`src/rtl/maze_player_ctrl.sv`:
```
// Maze player movement controller: button sync/repeat, wall checks,
// move counting and goal lock on a COLS x ROWS grid.
module maze_player_ctrl #(
   parameter int COLS          = 6,
   parameter int ROWS          = 5,
   parameter int POS_W         = 5,
   parameter int START_POS     = 0,
   parameter int GOAL_POS      = 29,
   parameter int HOLD_CYCLES   = 50000000,
   parameter int REPEAT_CYCLES = 12500000,
   parameter int CNT_W         = 10
) (
   input  logic                        clk,
   input  logic                        reset,
   input  logic                        btnU,
   input  logic                        btnD,
   input  logic                        btnL,
   input  logic                        btnR,
   input  logic                        enable,
   input  logic                        restart,
   input  logic [ROWS*(COLS-1)-1:0]    walls_h,
   input  logic [(ROWS-1)*COLS-1:0]    walls_v,
   output logic [POS_W-1:0]            position,
   output logic [$clog2(ROWS)-1:0]     row,
   output logic [$clog2(COLS)-1:0]     col,
   output logic [1:0]                  direction,
   output logic                        moved,
   output logic                        bumped,
   output logic                        at_goal,
   output logic [CNT_W-1:0]            move_count
);

   localparam int RW = $clog2(ROWS);
   localparam int CW = $clog2(COLS);
   localparam int HW = $clog2(ROWS*(COLS-1));
   localparam int VW = $clog2((ROWS-1)*COLS);
   localparam int TMAX = (HOLD_CYCLES > REPEAT_CYCLES) ? HOLD_CYCLES : REPEAT_CYCLES;
   localparam int TW = $clog2(TMAX + 1);
   localparam int START_ROW = START_POS / COLS;
   localparam int START_COL = START_POS % COLS;
   localparam int GOAL_ROW  = GOAL_POS / COLS;
   localparam int GOAL_COL  = GOAL_POS % COLS;

   typedef enum logic [1:0] {IDLE, EVAL, LOCKED} state_t;

   state_t            state, state_n;
   logic [3:0]        s1, s2, s3, press, rep, cmd;
   logic [2:0]        sel, sel_q;
   logic [TW-1:0]     cnt, cur;
   logic              phase, ph, same, fire;
   logic [1:0]        cmd_dir, cap_dir, cap_n, dir_n;
   logic [RW-1:0]     row_n, mv_row;
   logic [CW-1:0]     col_n, mv_col;
   logic              moved_n, bumped_n, blocked;
   logic [CNT_W-1:0]  cnt_n;
   logic [VW-1:0]     vu, vd;
   logic [HW-1:0]     hl, hr;

   // Button order in the vectors is U, D, L, R (bit 0..3)
   always_ff @(posedge clk) begin
      if (reset) begin
         s1 <= '0;
         s2 <= '0;
         s3 <= '0;
      end else begin
         s1 <= {btnR, btnL, btnD, btnU};
         s2 <= s1;
         s3 <= s2;
      end
   end

   assign press = s2 & ~s3;

   always_comb begin
      sel = 3'd0;
      if (s2[0])      sel = 3'd1;
      else if (s2[1]) sel = 3'd2;
      else if (s2[2]) sel = 3'd3;
      else if (s2[3]) sel = 3'd4;
   end

   // Timer restarts whenever the held button being tracked changes
   assign same = (sel == sel_q);
   assign cur  = same ? cnt : '0;
   assign ph   = same & phase;
   assign fire = (sel != 3'd0) &&
                 (ph ? (cur == TW'(REPEAT_CYCLES)) : (cur == TW'(HOLD_CYCLES)));

   always_ff @(posedge clk) begin
      if (reset) begin
         cnt   <= '0;
         phase <= 1'b0;
         sel_q <= 3'd0;
      end else begin
         sel_q <= sel;
         if (sel == 3'd0) begin
            cnt   <= '0;
            phase <= 1'b0;
         end else if (fire) begin
            cnt   <= TW'(1);
            phase <= 1'b1;
         end else begin
            cnt   <= cur + TW'(1);
            phase <= ph;
         end
      end
   end

   always_comb begin
      for (int i = 0; i < 4; i++) rep[i] = fire && (sel == 3'(i + 1));
   end

   assign cmd = press | rep;

   always_comb begin
      cmd_dir = 2'd0;
      if (cmd[0])      cmd_dir = 2'd0;
      else if (cmd[1]) cmd_dir = 2'd2;
      else if (cmd[2]) cmd_dir = 2'd3;
      else if (cmd[3]) cmd_dir = 2'd1;
   end

   // Edge test gates each wall lookup so a wrapped index is never used
   always_comb begin
      vu      = VW'((int'(row) - 1) * COLS + int'(col));
      vd      = VW'(int'(row) * COLS + int'(col));
      hl      = HW'(int'(row) * (COLS - 1) + int'(col) - 1);
      hr      = HW'(int'(row) * (COLS - 1) + int'(col));
      blocked = 1'b1;
      mv_row  = row;
      mv_col  = col;
      unique case (cap_dir)
         2'd0: if (row != '0 && !walls_v[vu]) begin
            blocked = 1'b0;
            mv_row  = row - RW'(1);
         end
         2'd1: if (col != CW'(COLS - 1) && !walls_h[hr]) begin
            blocked = 1'b0;
            mv_col  = col + CW'(1);
         end
         2'd2: if (row != RW'(ROWS - 1) && !walls_v[vd]) begin
            blocked = 1'b0;
            mv_row  = row + RW'(1);
         end
         2'd3: if (col != '0 && !walls_h[hl]) begin
            blocked = 1'b0;
            mv_col  = col - CW'(1);
         end
      endcase
   end

   always_comb begin
      state_n  = state;
      cap_n    = cap_dir;
      row_n    = row;
      col_n    = col;
      dir_n    = direction;
      moved_n  = 1'b0;
      bumped_n = 1'b0;
      cnt_n    = move_count;
      if (restart) begin
         state_n = IDLE;
         row_n   = RW'(START_ROW);
         col_n   = CW'(START_COL);
         cnt_n   = '0;
      end else begin
         unique case (state)
            IDLE: if (enable && cmd != 4'd0) begin
               cap_n   = cmd_dir;
               state_n = EVAL;
            end
            EVAL: begin
               dir_n   = cap_dir;
               state_n = IDLE;
               if (blocked) begin
                  bumped_n = 1'b1;
               end else begin
                  moved_n = 1'b1;
                  row_n   = mv_row;
                  col_n   = mv_col;
                  if (~&move_count) cnt_n = move_count + CNT_W'(1);
                  if (mv_row == RW'(GOAL_ROW) && mv_col == CW'(GOAL_COL))
                     state_n = LOCKED;
               end
            end
            LOCKED: state_n = LOCKED;
            default: state_n = IDLE;
         endcase
      end
   end

   always_ff @(posedge clk) begin
      if (reset) begin
         state      <= IDLE;
         cap_dir    <= 2'd0;
         row        <= RW'(START_ROW);
         col        <= CW'(START_COL);
         direction  <= 2'd0;
         moved      <= 1'b0;
         bumped     <= 1'b0;
         move_count <= '0;
      end else begin
         state      <= state_n;
         cap_dir    <= cap_n;
         row        <= row_n;
         col        <= col_n;
         direction  <= dir_n;
         moved      <= moved_n;
         bumped     <= bumped_n;
         move_count <= cnt_n;
      end
   end

   assign position = POS_W'(int'(row) * COLS + int'(col));
   assign at_goal  = (state == LOCKED);

endmodule

```
`config.mk`:
```
export PLATFORM = sky130hd
export DESIGN_NAME = maze_player_ctrl
export DESIGN_NICKNAME = d
export VERILOG_FILES = /design/src/rtl/maze_player_ctrl.sv
export SDC_FILE = /design/constraint.sdc
export NUM_CORES = 1
export LEC_CHECK = 0
export BUFFER_PORTS_ARGS = -buffer_cell sky130_fd_sc_hd__buf_2
export CAP_MARGIN = 20
export CORE_ASPECT_RATIO = 0.6
export CORE_MARGIN = 10
export CORE_UTILIZATION = 55
export DETAILED_ROUTE_END_ITERATION = 8
export PLACE_DENSITY = 0.81
export SLEW_MARGIN = 20
export SYNTH_ARGS = -nofsm -noshare
export SYNTH_HDL_FRONTEND = slang
export SYNTH_SLANG_ARGS = --single-unit
```
`constraint.sdc`:
```
create_clock -name clk -period 6.2 [get_ports clk]
set_input_delay 0.62 -clock clk [delete_from_list [all_inputs] [get_ports clk]]
set_output_delay 0.62 -clock clk [all_outputs]
set_load 0.01 [all_outputs]
```
==> impl_metrics.py <==
metrics = {
    "outcome": {
        "status": "finished, final reports clean",
    },
    "yosys": {
        "synth_cell_types": 67,
        "synth.top_cell.area_share_pct": 28.3,
        "syn_nets": 588,
        "ys.flop_type": "dfxtp_1",
        "avgSynthCellArea_um2": 9.33,
        "synth_cells": 500,
        "synth_edf_count": 0,
        "synth_seq_cells": 66,
        "synth_top_area_cell": "dfxtp_1",
        "seq_area_frac_synth_pct": 28.3,
        "synthArstFlopShare_pct": 0,
        "synth_area_um2": 4660,
        "synthTopCellsByArea": "dfxtp_1 28%, mux4_2 11%, ha_1 7.2%",
        "ys_warn_count": 0,
    },
    "route": {
        "routedWlPerCell_um": 18.4,
        "drcViolationCount": 0,
        "wirelength_um": 12700,
        "vias_per_cell": 6.01,
        "drtIter0Drc": 420,
        "drtPass1Iterations": 5,
        "vias": 4139,
        "ant_nets": 0,
    },
    "clock_network": {
        "cts_tree": "done",
        "clock_sinks": 66,
        "ctsRootBufferMaster": "clkbuf_16",
        "cts_max_level": 3,
        "numCtsBuffers": 9,
        "clk_path_buf_depth": 2,
        "clk_pin_slew_ps": 50,
        "cts_setup_buffers": 0,
        "clk_latency_ps": 330,
        "cts_resized": 0,
        "postCtsHoldBufs": 0,
    },
    "critical_path": {
        "worst_ep_arrival_time_ps": 4750,
        "cp_top_family": "compound AO/OA/AOI/OAI gates",
        "critPathKind": "reg -> reg",
        "crit_required_ps": 6420,
        "path_cells": "ha_1 -> inv_1 -> ha_1 -> mux4_2 -> mux2i_1 -> mux2i_1 -> mux2i_1 -> a211oi_4 -> a211oi_2 -> a21oi_1 -> a31o_1",
        "critPathMaxFanout": 21,
        "path_buf_inv": 1,
        "slowest_stage": "dfxtp_1",
        "critPathCaptureType": "flip-flop",
        "max_stage_delay_ps": 970,
        "worst_path_most_repeated_cell": "mux2i_1",
        "start_kind": "flip-flop",
    },
    "grt": {
        "grt-ovfl-total": 0,
        "grt_max_degree": 25,
        "antenna_found_initial": 0,
        "grt_pass1_vias": 4319,
        "grt_pass1_wl_um": 21400,
        "grt_usage_pct": 19.8,
    },
    "die": {
        "ioPinCount": 83,
        "die_y_um": 91.3,
        "num_rows": 25,
        "die_w_um": 139,
        "core-area_um2": 8070,
        "start_util_pct": 57.8,
        "die-area_um2": 12700,
    },
    "placement": {
        "dp.cells": 673,
        "place_hpwl_um": 9710,
        "numPortBuffers": 82,
        "placedInstanceArea_um2": 5090,
        "gp_congestion": 0.892,
    },
    "sta": {
        "fin_skew_ps": 5.23,
        "holdWs_ps": 431,
        "tns_ps": 0,
        "period_needed_ps": 4530,
        "slew_headroom_pct": 34.3,
        "fmax_mhz": 221,
        "worst_pin_slew_ps": 984,
        "rsz0062_at_grt": "false",
        "slew_viol_final": 0,
        "setup_viol": 0,
        "timing_hold_violations_final": 0,
        "period_share_pct": 73.1,
    },
    "finish": {
        "final_cell_mix": "82 x buf_2, 66 x dfxtp_1, 49 x nor2_1",
        "nets": 664,
        "drive_above_1_share_pct": 23.9,
        "diodes": 0,
        "fin_cells": 689,
        "final_common_cell": "buf_2",
        "n_fill_cell": 609,
        "final_area_um2": 5420,
        "syn_to_final_growth_pct": 16.1,
    },
    "power_and_ir_drop": {
        "p_clk_share_pct": 51.5,
        "switching_share_pct": 21.8,
        "switching_power_w": 0.000231,
        "powerDensity_nw_per_um2": 196,
        "combinationalPowerShare_pct": 7.5,
        "p_int_w": 0.000828,
        "seqPwrFrac_pct": 41.0,
        "leakage_nw": 2.23,
        "ir_worst_vdd_mv": 0.158,
        "total_power_w": 0.00106,
    },
    "run": {
        "maxCapViolations": 0,
    },
    "hold_path": {
        "hold_path_class": "reg -> reg",
    },
}
## routing by layer
| metal | track usage (%) | routed length [µm] | vias up |
|---|---|---|---|
| met2 | 32.8 | 5900 | 174 |
| li1 | - | - | 1958 |
| met5 | 0 | 0 | - |
| met3 | 5.10 | 973 | 20 |
| met4 | 4.58 | 170 | 0 |
| met1 | 25.3 | 5640 | 1987 |
## power groups by stage
stage	Sequential [W]	Combinational, W	Clock, W
floorplan	0.000442	0.0000454	0
global placement	0.000443	0.0000745	0
detailed placement	0.000443	0.0000779	0
CTS	0.000434	0.0000787	0.000546
global route	0.000435	0.0000873	0.000562
finish	0.000434	0.0000796	0.000545
## flip-flops by register name, indices dropped and copies added (netlist names), 2 cells and up
register and count:
move_count 10, direction 2, sel_q 3, cnt 26, s1 4, s3 4, row 3, col 3
cap_dir 2, s2 4, state 2
## layout make-up
class	instances	area, µm²	area share [%]
clock buffers	11	243	4.48
clock inverters	5	77.6	1.43
inverters	31	116	2.15
multi-input cells	385	3100	57.3
flip-flops and latches	66	1320	24.4
well taps	108	135	2.50
repair buffers	83	418	7.72
## stage by stage
stage	util [%]	setup slack (ps)
after floorplan	-	2340
after global placement	63.1	1820
after detailed placement	63.1	1620
after CTS	67.1	1600
after global routing	67.1	1230
final	67.1	1670
## final timing paths
| kind | start | end | slack [ps] | depth (start not counted) |
|---|---|---|---|---|
| setup / recovery | col[0] | move_count[2] | 1670 | 11 |
| hold / removal | s1[0] | s2[0] | 430 | 1 |
| setup reg to reg | col[0] | move_count[2] | 1670 | 11 |
| hold reg to reg | s1[0] | s2[0] | 430 | 1 |
## logic make-up (layout without fill, tap and decap cells)
kind of cell / count (synthesis) / after routing / synth area share, %
mux: 47 / 47 / 16.1
simple gates: 189 / 189 / 21.1
xor+xnor: 41 / 41 / 8.45
flops: 66 / 66 / 28.3
compound gates: 77 / 77 / 11.9
fa+ha+maj: 31 / 31 / 8.96
buf+inv: 49 / 130 / 5.10
## cells in the mapped netlist (2+ instances only)
library cell  count
inv_1            31
xnor2_1          17
a21boi_0          2
fa_1              4
nand3_1          25
xnor3_1           2
a21oi_2           4
nand2b_1          2
and4_1            7
and3_1           14
a21oi_1          19
xor2_1           21
nor4bb_1          2
nor3_1            9
nor2b_1          15
buf_6             3
a31o_1            2
nor4_1            3
a21o_1            8
or2_2             2
o41ai_1           2
nand2_1          36
mux4_2           22
clkbuf_1          7
buf_2             3
dfxtp_1          66
o21ai_1           2
nand4_1           7
a31oi_1           2
nor4b_1           3
nor3_2            3
a211oi_1          4
o21ai_0          12
or3_1             5
nor2_1           49
and2_1            3
mux2i_1          23
buf_4             3
ha_1             27
o31ai_1           2
Power figures use the tool's default switching activity.
